--- src/rtl/deser_fifo_pkg.sv ---
// Shared types, default parameters and helper functions for the serial
// deserializer with output FIFO. Optional parity checking is enabled by
// defining DESER_PARITY_EN.
package deser_fifo_pkg;

   localparam int DATA_W_DEF = 8;
   localparam int DEPTH_DEF  = 8;
   localparam int AF_LVL_DEF = DEPTH_DEF - 2;

   typedef enum logic [1:0] {
      S_COLLECT = 2'd0,
      S_PUSH    = 2'd1,
      S_PARITY  = 2'd2
   } deser_state_t;

   // Count width able to hold 0..depth inclusive.
   function automatic int len_w_f(input int depth);
      return $clog2(depth + 1);
   endfunction

   // Even parity of a word (XOR of all bits); zero-extension is harmless.
   function automatic logic even_parity_f(input logic [31:0] word);
      return ^word;
   endfunction

endpackage

--- src/rtl/sync_fifo_ff.sv ---
// Flip-flop based synchronous FIFO with first-word fall-through read.
// Keeps an explicit occupancy count so full and empty are unambiguous.
// A push is accepted when not full, or when a pop happens on the same edge.
module sync_fifo_ff
   import deser_fifo_pkg::*;
#(
   parameter int  DATA_W = DATA_W_DEF,
   parameter int  DEPTH  = DEPTH_DEF,
   localparam int LEN_W  = len_w_f(DEPTH),
   localparam int PTR_W  = $clog2(DEPTH)
) (
   input  logic              clock,
   input  logic              reset,
   input  logic              push,
   input  logic [DATA_W-1:0] wdata,
   input  logic              pop,
   output logic              push_ack,
   output logic [DATA_W-1:0] rdata,
   output logic [LEN_W-1:0]  len
);

   logic [DATA_W-1:0] mem_r [DEPTH];
   logic [PTR_W-1:0]  wr_ptr_r;
   logic [PTR_W-1:0]  rd_ptr_r;
   logic [LEN_W-1:0]  len_r;
   logic              empty_s;
   logic              full_s;
   logic              pop_ok_s;
   logic              push_ok_s;

   assign empty_s   = (len_r == LEN_W'(0));
   assign full_s    = (len_r == LEN_W'(DEPTH));
   assign pop_ok_s  = pop & ~empty_s;
   assign push_ok_s = push & (~full_s | pop_ok_s);

   assign push_ack = push_ok_s;
   assign len      = len_r;
   assign rdata    = empty_s ? {DATA_W{1'b0}} : mem_r[rd_ptr_r];

   // Pointer and occupancy bookkeeping; pointers wrap modulo DEPTH.
   always_ff @(posedge clock) begin
      if (reset) begin
         wr_ptr_r <= PTR_W'(0);
         rd_ptr_r <= PTR_W'(0);
         len_r    <= LEN_W'(0);
      end else begin
         if (push_ok_s) begin
            wr_ptr_r <= wr_ptr_r + PTR_W'(1);
         end
         if (pop_ok_s) begin
            rd_ptr_r <= rd_ptr_r + PTR_W'(1);
         end
         case ({push_ok_s, pop_ok_s})
            2'b10:   len_r <= len_r + LEN_W'(1);
            2'b01:   len_r <= len_r - LEN_W'(1);
            default: len_r <= len_r;
         endcase
      end
   end

   // Word storage; contents are only visible through rdata when non-empty.
   always_ff @(posedge clock) begin
      if (push_ok_s) begin
         mem_r[wr_ptr_r] <= wdata;
      end
   end

endmodule

--- src/rtl/deser_fifo_ctrl.sv ---
// Serial-to-parallel deserializer feeding a FIFO. Bits arrive LSB first on
// rising edges of write_in; completed words are pushed into sync_fifo_ff and
// popped by rising edges of dequeue_in. A full FIFO stalls the deserializer
// (word held) and any bit strobe during the stall raises overrun_out.
// Define DESER_PARITY_EN to expect an even-parity bit after every word.
module deser_fifo_ctrl
   import deser_fifo_pkg::*;
#(
   parameter int  DATA_W = DATA_W_DEF,
   parameter int  DEPTH  = DEPTH_DEF,
   parameter int  AF_LVL = DEPTH - 2,
   localparam int LEN_W  = len_w_f(DEPTH)
) (
   input  logic              clock,
   input  logic              reset,
   input  logic              data_in,
   input  logic              write_in,
   output logic              status_out,
   input  logic              dequeue_in,
   output logic [DATA_W-1:0] data_out,
   output logic [LEN_W-1:0]  len_out,
   output logic              almost_full_out,
   output logic              overrun_out,
   output logic              parity_err_out
);

   localparam int CNT_W = $clog2(DATA_W);
   localparam logic [CNT_W-1:0] LAST_BIT = CNT_W'(DATA_W - 1);

   deser_state_t      state_r;
   logic [CNT_W-1:0]  bit_cnt_r;
   logic [DATA_W-1:0] shift_r;
   logic              status_r;
   logic              overrun_r;
   logic              write_q;
   logic              dequeue_q;
   logic              wr_rise_s;
   logic              dq_rise_s;
   logic              push_s;
   logic              push_ack_s;

   assign wr_rise_s = write_in & ~write_q;
   assign dq_rise_s = dequeue_in & ~dequeue_q;
   assign push_s    = (state_r == S_PUSH);

   // Previous strobe levels for rising-edge detection.
   always_ff @(posedge clock) begin
      if (reset) begin
         write_q   <= 1'b0;
         dequeue_q <= 1'b0;
      end else begin
         write_q   <= write_in;
         dequeue_q <= dequeue_in;
      end
   end

`ifdef DESER_PARITY_EN
   logic parity_err_r;
   assign parity_err_out = parity_err_r;
`else
   assign parity_err_out = 1'b0;
`endif

   // Deserializer FSM with registered status, overrun and parity-error outputs.
   always_ff @(posedge clock) begin
      if (reset) begin
         state_r      <= S_COLLECT;
         bit_cnt_r    <= CNT_W'(0);
         shift_r      <= {DATA_W{1'b0}};
         status_r     <= 1'b1;
         overrun_r    <= 1'b0;
`ifdef DESER_PARITY_EN
         parity_err_r <= 1'b0;
`endif
      end else begin
         overrun_r    <= 1'b0;
`ifdef DESER_PARITY_EN
         parity_err_r <= 1'b0;
`endif
         case (state_r)
            S_COLLECT: begin
               if (wr_rise_s) begin
                  shift_r[bit_cnt_r] <= data_in;
                  if (bit_cnt_r == LAST_BIT) begin
                     bit_cnt_r <= CNT_W'(0);
                     status_r  <= 1'b0;
`ifdef DESER_PARITY_EN
                     state_r   <= S_PARITY;
`else
                     state_r   <= S_PUSH;
`endif
                  end else begin
                     bit_cnt_r <= bit_cnt_r + CNT_W'(1);
                  end
               end
            end
            S_PUSH: begin
               // Bits arriving while the word waits for space are discarded.
               overrun_r <= wr_rise_s;
               if (push_ack_s) begin
                  state_r  <= S_COLLECT;
                  status_r <= 1'b1;
               end
            end
            S_PARITY: begin
`ifdef DESER_PARITY_EN
               if (wr_rise_s) begin
                  if (data_in == even_parity_f(32'(shift_r))) begin
                     state_r <= S_PUSH;
                  end else begin
                     parity_err_r <= 1'b1;
                     state_r      <= S_COLLECT;
                     status_r     <= 1'b1;
                  end
               end
`else
               state_r  <= S_COLLECT;
               status_r <= 1'b1;
`endif
            end
            default: begin
               state_r   <= S_COLLECT;
               bit_cnt_r <= CNT_W'(0);
               status_r  <= 1'b1;
            end
         endcase
      end
   end

   assign status_out      = status_r;
   assign overrun_out     = overrun_r;
   assign almost_full_out = (len_out >= LEN_W'(AF_LVL));

   sync_fifo_ff #(
      .DATA_W (DATA_W),
      .DEPTH  (DEPTH)
   ) u_fifo (
      .clock    (clock),
      .reset    (reset),
      .push     (push_s),
      .wdata    (shift_r),
      .pop      (dq_rise_s),
      .push_ack (push_ack_s),
      .rdata    (data_out),
      .len      (len_out)
   );

endmodule

--- config.mk ---
export PLATFORM = sky130hd
export DESIGN_NAME = deser_fifo_ctrl
export DESIGN_NICKNAME = d
export VERILOG_FILES = /design/src/rtl/deser_fifo_pkg.sv /design/src/rtl/sync_fifo_ff.sv /design/src/rtl/deser_fifo_ctrl.sv
export SDC_FILE = /design/constraint.sdc
export NUM_CORES = 1
export LEC_CHECK = 0
export BUFFER_PORTS_ARGS = -buffer_cell sky130_fd_sc_hd__buf_2
export CAP_MARGIN = 20
export CORE_MARGIN = 2
export CORE_UTILIZATION = 49
export CTS_CLUSTER_SIZE = 40
export DETAILED_ROUTE_END_ITERATION = 8
export PLACE_DENSITY = 0.66
export SLEW_MARGIN = 20
export SYNTH_ARGS = -nofsm -noshare
export SYNTH_HDL_FRONTEND = slang
export SYNTH_SLANG_ARGS = --single-unit
--- constraint.sdc ---
create_clock -name clock -period 6.4 [get_ports clock]
set_clock_uncertainty 0.2 [all_clocks]
set_input_delay 0.64 -clock clock [delete_from_list [all_inputs] [get_ports clock]]
set_output_delay 0.64 -clock clock [all_outputs]
set_load 0.03 [all_outputs]
======== Word-level counts from Yosys, hierarchy flattened ========
Memory sizes are Yosys's and may differ from the RTL's. A register that Yosys moved wholly into a read port is not among the register bits.
Cells that the tools add are included.
cells by class
  $add $sub $neg .......................... 5
  magnitude comparators ................... 3
  equality and inequality tests ........... 9
  mux-type cells .......................... 20
  bitwise logic cells ..................... 11
  reduce and logical (&&, ||, !) cells .... 9
operators by type and width
  cell                 number
  $mux 3               4
  $add 3x1->3 const B  3
  $bwmux 8             1
  $mux 8               1
  $pmux 4 s2           1
  $mux 1               6
  $mux 2               3
  $ne 2x2->1 const B   3
  $not 1->1            6
  $pmux 3 s2           1
  $add 4x1->4 const B  1
  $and 1x1->1          4
  $eq 2x1->1 const B   2
  $eq 2x2->1 const B   2
  $eq 4x4->1 const B   1
  $ge 4x3->1 const B   1
  $logic_not 4->1      1
  $lt 3x4->1 const B   1
  $pmux 2 s2           1
  $reduce_and 2->1     2
  $reduce_or 2->1      2
  $sub 4x1->4 const B  1
  $demux 1 s3          1
  $eq 3x3->1 const B   1
  other kinds (7)      7
word-level totals
  register bits ........................... 27
  bits in writable memories ............... 64
  bits of input ports ..................... 5
  output and inout port bits .............. 16
  memories ................................ 1
memories
  name          depth  width  read ports  clocked after Yosys merged registers in  wr ports  line                RTL
  u_fifo.mem_r  8      8      1           1                                        1         sync_fifo_ff.sv:22  logic [DATA_W-1:0] mem_r [DEPTH];

======== Depth between registers and ports, before layout ========
Gate-level depths: netlist of the first run.
  depth after elaboration ................. 7
  mapped depth ............................ 10
  gate-level depth less buffers ........... 9

======== Hierarchy ========
From an unflattened synthesis of the first run, not the netlist that was laid out.
unflattened totals
  cells, all modules ...................... 242
  area, all modules ....................... 3831.2 µm²
modules (own cells, without submodules)
  module           times used  cells each  area each (µm²)  seq. area each (µm²)
  sync_fifo_ff     1           175         3131.8           2182.1
  deser_fifo_ctrl  1           67          699.4            320.3

======== Worst setup path before layout of the first run ========
No wires, ideal clock.
  path kind ............................... input -> register
  from .................................... input dequeue_in
  to ...................................... memory u_fifo.mem_r[1][0] in the netlist's numbering, enable pin
  library setup time ...................... 0.395 ns
  arrival ................................. 1.965 ns
  data required time ...................... 5.805 ns
  slack ................................... 3.841 ns
  stages .................................. 4
  path buffers ............................ 1
  cell sequence ........................... nand2b_1 > clkbuf_1 > and3_1 > nor4_1
between the ends
  cells in the longest elaborated chain, start to end .. 6
RTL lines
  element                       line                   RTL
  start: declaration            deser_fifo_ctrl.sv:19  input logic dequeue_in,
  $and 1x1->1                   deser_fifo_ctrl.sv:43  assign dq_rise_s = dequeue_in & ~dequeue_q;
  $and 1x1->1                   sync_fifo_ff.sv:33     assign pop_ok_s = pop & ~empty_s;
  $or 1x1->1                    sync_fifo_ff.sv:34     assign push_ok_s = push & (~full_s | pop_ok_s);
  $and 1x1->1                   sync_fifo_ff.sv:34
  $mux 1                        sync_fifo_ff.sv:63     if (push_ok_s) begin
  $mux 1 (not written as such)  sync_fifo_ff.sv:64     mem_r[wr_ptr_r] <= wdata;
  end: declaration              sync_fifo_ff.sv:22
Every way passes these cells.

==> metrics.txt, run 1 <==
WL final=6730 um; Post-CTS Resized=0; Post-Synth Adder-Cell Area=2.44%; Worst-Margin Slew=0.988 ns; max-cap viol count=0; CP arrival=2.02 ns; non-filler cells in the finished layout=401; RSZ-0062 raised after global routing=no; CTS Hold Bufs=0; final setup fails=0; antenna violations before repair=0; GR Overflow Total=0; Post-Syn Area=0.00390 sq mm; final antenna-violating net count=0; most frequent cells in the layout=edfxtp_1, nor2_1, dfxtp_1, mux2i_1, buf_2; run status=finished clean; Worst slew margin=33.9%; syn avg cell area=14.3 sq um; drt drc=0; VDD IR-drop max=0.119 mV; setup TNS=0 ns; Initial Util=50.4%; critical path peak fanout=16; Post-synth EDFFs=64; post-synthesis cell count=273; Pins Over Slew Limit=0; leakage=0.00149 uW; Area Growth Syn to Fin=9.25%; Post-Synth Simple-Gate Area=12.0%; FP Rows=32; CP Capture Type=output port; Via density=5.40; Syn Nets=285; number of DRC markers in iteration 0=127; Crit Path Class=reg -> out; mux contribution to synthesized area=14.5%; Die Y=93.2 um; top_reg_cell synth=edfxtp_1; Core Footprint=0.00773 sq mm; Clock Tree Root=clkbuf_8; PortBufs=19; largest net degree at the start of global routing=30; Die X=93.2 um; postcts setup bufs=0; Die Area=0.00868 sq mm; # diodes=0; detailed-placement wirelength estimate=4300 um; Max clock buf depth=2; YS warnings=0; Placer Congestion=0.740; commonest non-fill, non-tap cell in the layout=edfxtp_1; first-pass GRT wire length=10,900 um; Synth Area in Compound Gates=3.50%; nets@finish=306; CTS H-Tree Depth=3; Cell variety after synth=47; Vias=2,164; clk_lat worst skew=0.35 ns; minimum clock period=2.86 ns; I/O pin total=21; WL per Instance=16.8 um; share of cells above drive strength 1=22.4%; worst hold path type=reg -> reg; fillcell total=635; synthesized flop and latch total=93; final hold vios=0; FFs w/ async S/R, synth=0%; cts bufs inserted=9; Tcrit/Tclk final=44.7%; xor-xnor portion of the synthesized cell area=0.899%; overall routing resource usage=17.1%; largest family of logic cells by synthesized area=multiplexers; Fmax achieved=0.349 GHz; TritonCTS clock tree=yes; sequential share of the synthesized area=64.2%; first-pass detailed-route iteration total=4; clock sinks=93; number of global-route vias before repair=2,113; Inst Count DP=385; WP data required=5.56 ns; PD cells=236 mW/mm^2; clock-pin slew on the worst setup and hold paths=0.09 ns; Startpoint Class=register
-- Yosys cell counts, types with 4 or more instances --
| cell type | number | share of area, % |
|---|---|---|
| a21oi_1 | 8 | 1.0 |
| mux2i_1 | 19 | 4.9 |
| o21ai_0 | 5 | 0.64 |
| mux4_2 | 16 | 9.2 |
| nor3_1 | 5 | 0.64 |
| nand2_1 | 18 | 1.7 |
| edfxtp_1 | 64 | 49 |
| nor2b_1 | 5 | 0.80 |
| nand3_1 | 11 | 1.4 |
| clkbuf_1 | 4 | 0.39 |
| nor2_1 | 33 | 3.2 |
| ha_1 | 6 | 1.9 |
| inv_1 | 5 | 0.48 |
| dfxtp_1 | 29 | 15 |
-- kinds of logic after synthesis --
group,Yosys count
AO/OA/AOI/OAI,21
XOR/XNOR,4
adder cells (fa/ha/maj),7
buffers and inverters,19
flip-flops,93
multiplexers,36
other,1
AND/OR/NAND/NOR,92
-- power breakdown --
| part | internal [uW] | total, uW | switching, uW |
|---|---|---|---|
| Combinational | 6.16 | 18.6 | 12.4 |
| Clock | 144 | 345 | 201 |
| Sequential | 638 | 642 | 4.22 |
| Total | 788 | 1010 | 218 |
-- worst max-delay path, cell delays in order (launching register included) --
cell,delay [ns]
dfxtp_2,0.69
mux4_2,0.57
mux2i_1,0.17
nor2_1,0.06
buf_2,0.18
-- registers in the layout (all words and copies together), names as in the netlist, 3 cells and up, named ones only --
| name | cells |
|---|---|
| bit_cnt_r | 3 |
| shift_r | 8 |
| u_fifo.len | 4 |
| u_fifo.mem_r | 64 |
| u_fifo.rd_ptr_r | 3 |
| u_fifo.wr_ptr_r | 3 |
-- metal layers --
layer	vias up	global-route usage (%)	wire, um
li1	1063	-	-
met1	1047	23.0	3170
met2	44	27.4	3180
met3	10	4.59	283
met4	0	5.15	84
met5	-	0	0
-- metrics by stage --
| stage | hold slack [ns] | power, uW | util [%] | setup slack, ns | cell area [sq um] |
|---|---|---|---|---|---|
| floorplan | 0.260 | 670 | - | 3.84 | 3900 |
| global placement | 0.277 | 674 | 52.8 | 3.50 | 4080 |
| detailed placement | 0.280 | 675 | 52.8 | 3.50 | 4080 |
| CTS | 0.297 | 1020 | 55.1 | 3.10 | 4260 |
| global route | 0.321 | 1040 | 55.1 | 3.37 | 4260 |
| finish | 0.294 | 1010 | 55.1 | 3.54 | 4260 |
-- worst paths after layout --
path / from / to / slack (ns) / cells past startpoint
worst max register to register: u_fifo.len[3] / u_fifo.len[3] / 3.96 / 10
worst min register to register: write_q / overrun_out / 0.29 / 1
worst max-delay path: register / data_out[1] / 3.54 / 4
worst min-delay path: write_q / overrun_out / 0.29 / 1
-- cell type report --
class	instances	area [sq um]	share of cell area (%)
sequential	93	2500	58.8
timing repair buffer	24	133	3.12
clock inverter	6	43.8	1.03
clock buffer	10	128	3.00
multi-input combinational	161	1300	30.6
tap	102	128	3.00
inverter	5	18.8	0.441
(Power assumes the default switching activity.)
==> run 2, diff against run 1 <==
- PLACE_DENSITY: 0.66 -> 0.69
- clock period: 6.4 -> 2.4 ns (I/O delays scaled with it)
==> run 2 against run 1 <==
First-iteration DRC count grew 13%. Critical path depth grew 1. Count of clock-buffer cells in the layout shrank 1. Routed wire length grew 7.2%. Sequential power grew to 2.7 times the previous value. Die area is the same. Combinational power grew to 3.1 times the previous value. Core utilization grew 2.1 points. Sequential share of layout area shrank 2.2 points. Register-to-register slack lost 3.8 ns. Global-route usage grew 0.68 points. Final area grew 3.9%. Largest power group unchanged.
==> metrics.txt, run 2 (synthesis results as in run 1) <==
Max clock buf depth=2 (unchanged); final antenna-violating net count=0 (unchanged); Pins Over Slew Limit=0 (unchanged); worst r2r dst=u_fifo.len[3]; placed inst area=0.00416 sq mm (+1.7%); max-cap viol count=0 (unchanged); run status=finished clean; CP arrival=1.84 ns (-0.18 ns); CP Capture Point=data_out[1]; Hold WS=0.136 ns (-0.158 ns); Startpoint Class=register; GR Overflow Total=0 (unchanged); Area Growth Syn to Fin=13.5%; Vias=2,281 (+5.4%); clk_lat worst skew=0.36 ns (about the same); I/O pin total=21 (unchanged); Core Footprint=0.00773 sq mm (unchanged); Inst Count DP=392 (+1.8%); CTS H-Tree Depth=3 (unchanged); detailed-placement wirelength estimate=4580 um (+6.4%); antenna violations before repair=0 (unchanged); commonest non-fill, non-tap cell in the layout=edfxtp_1; Biggest register=u_fifo.mem_r; Die Y=93.2 um (unchanged); CP Capture Type=output port; minimum clock period=2.28 ns; cts bufs inserted=9 (unchanged); VDD IR-drop max=0.308 mV (+160%); Fmax achieved=0.439 GHz; Initial Util=50.4% (unchanged); PortBufs=19 (unchanged); # diodes=0 (unchanged); critical path peak fanout=8 (-8); number of DRC markers in iteration 0=144 (+13%); PD cells=646 mW/mm^2 (+170%); Clock Tree Root=clkbuf_8; Worst R2R Path Depth=9 (-1); non-filler cells in the finished layout=412 (+2.7%); nets@finish=317 (+3.6%); Hold Path Cell Cnt=2 (+1); WL final=7210 um (+7.2%); WP data required=1.96 ns (-3.60 ns); first-pass detailed-route iteration total=4 (unchanged); drt drc=0 (unchanged); Tcrit/Tclk final=94.9%; number of flip-flops in the largest register=64 (unchanged); most frequent cells in the layout=edfxtp_1, nor2_1, dfxtp_1, mux2i_1, buf_2; final hold vios=0 (unchanged); Via density=5.54 (+2.6%); Placer Congestion=0.803 (+8.6%); Die X=93.2 um (unchanged); Crit Reg-Reg Startpoint=u_fifo.len[2]; number of global-route vias before repair=2,180 (+3.2%); share of cells above drive strength 1=24.8% (+2.4 points); clock sinks=93 (unchanged); WL per Instance=17.5 um (+4.3%); worst hold path type=in -> reg; overall routing resource usage=17.8% (+0.68 points); Worst slew margin=44.2% (+10 points); Crit Path Class=reg -> out; TritonCTS clock tree=yes; Worst-Margin Slew=0.834 ns (-0.154 ns); clock-pin slew on the worst setup and hold paths=0.09 ns (about the same); leakage=0.00158 uW (+5.9%); R2R setup slack=0.18 ns (-3.78 ns); FP Rows=32 (unchanged); final setup margin=0.124 ns (-3.41 ns); largest net degree at the start of global routing=30 (unchanged); final setup fails=0 (unchanged); worst slack, placed=0.181 ns (-3.32 ns); Finished Cell Area=0.00442 sq mm (+3.9%); RSZ-0062 raised after global routing=no; Die Area=0.00868 sq mm (unchanged); first-pass GRT wire length=11,400 um (+4.1%); Core Util, Final=57.2% (+2.1 points)
run 2: what timing repair did:
item                                    in CTS  in global routing
gates resized for setup                      0                  1
buffers inserted                             0                  0
hold endpoints to repair                     4                  0
hold buffers                                 3                  0
endpoints found under the setup margin       0                  2
run 2: worst min path at each step:
stage / from / to
after floorplan: reset / status_out
after global placement: status_out / status_out
after detailed placement: dequeue_in / dequeue_q
after CTS: reset / bit_cnt_r[2]
after global routing: reset / u_fifo.rd_ptr_r[0]
final: reset / bit_cnt_r[2]
run 2: area by class of cell:
type                            count  area, sq um
Fill cell                         605         3310
Sequential cell                    93         2500
Multi-Input combinational cell    161         1310
Timing Repair Buffer               35          253
Tap cell                          102          128
Clock buffer                        9          124
Clock inverter                      7         85.1
Inverter                            5         18.8
run 2: critical path, stage by stage (launching register included):
cell     delay (ns)
dfxtp_2        0.40
buf_12         0.16
mux4_2         0.51
mux2i_1        0.17
nor2_1         0.06
buf_2          0.17
run 2: through the flow:
stage / setup TNS [ns] / power [uW]
floorplan: -0.0617 / 1790
global placement: 0 / 1800
detailed placement: 0 / 1800
CTS: 0 / 2880
global route: 0 / 2950
finish: 0 / 2860
run 2: metal layers:
metal | up-vias | global-route usage [%] | part of all wire (%)
li1 | 1086 | - | -
met1 | 1145 | 23.9 | 46
met2 | 44 | 28.6 | 50
met3 | 6 | 4.59 | 3.4
met4 | 0 | 5.51 | 1.1
met5 | - | 0 | 0
run 2: report_power, final:
group | total (uW) | internal, uW | switching [uW]
Sequential | 1710 | 1700 | 11.7
Clock | 1090 | 505 | 580
Combinational | 57.7 | 22.5 | 35.2
Total | 2860 | 2230 | 627
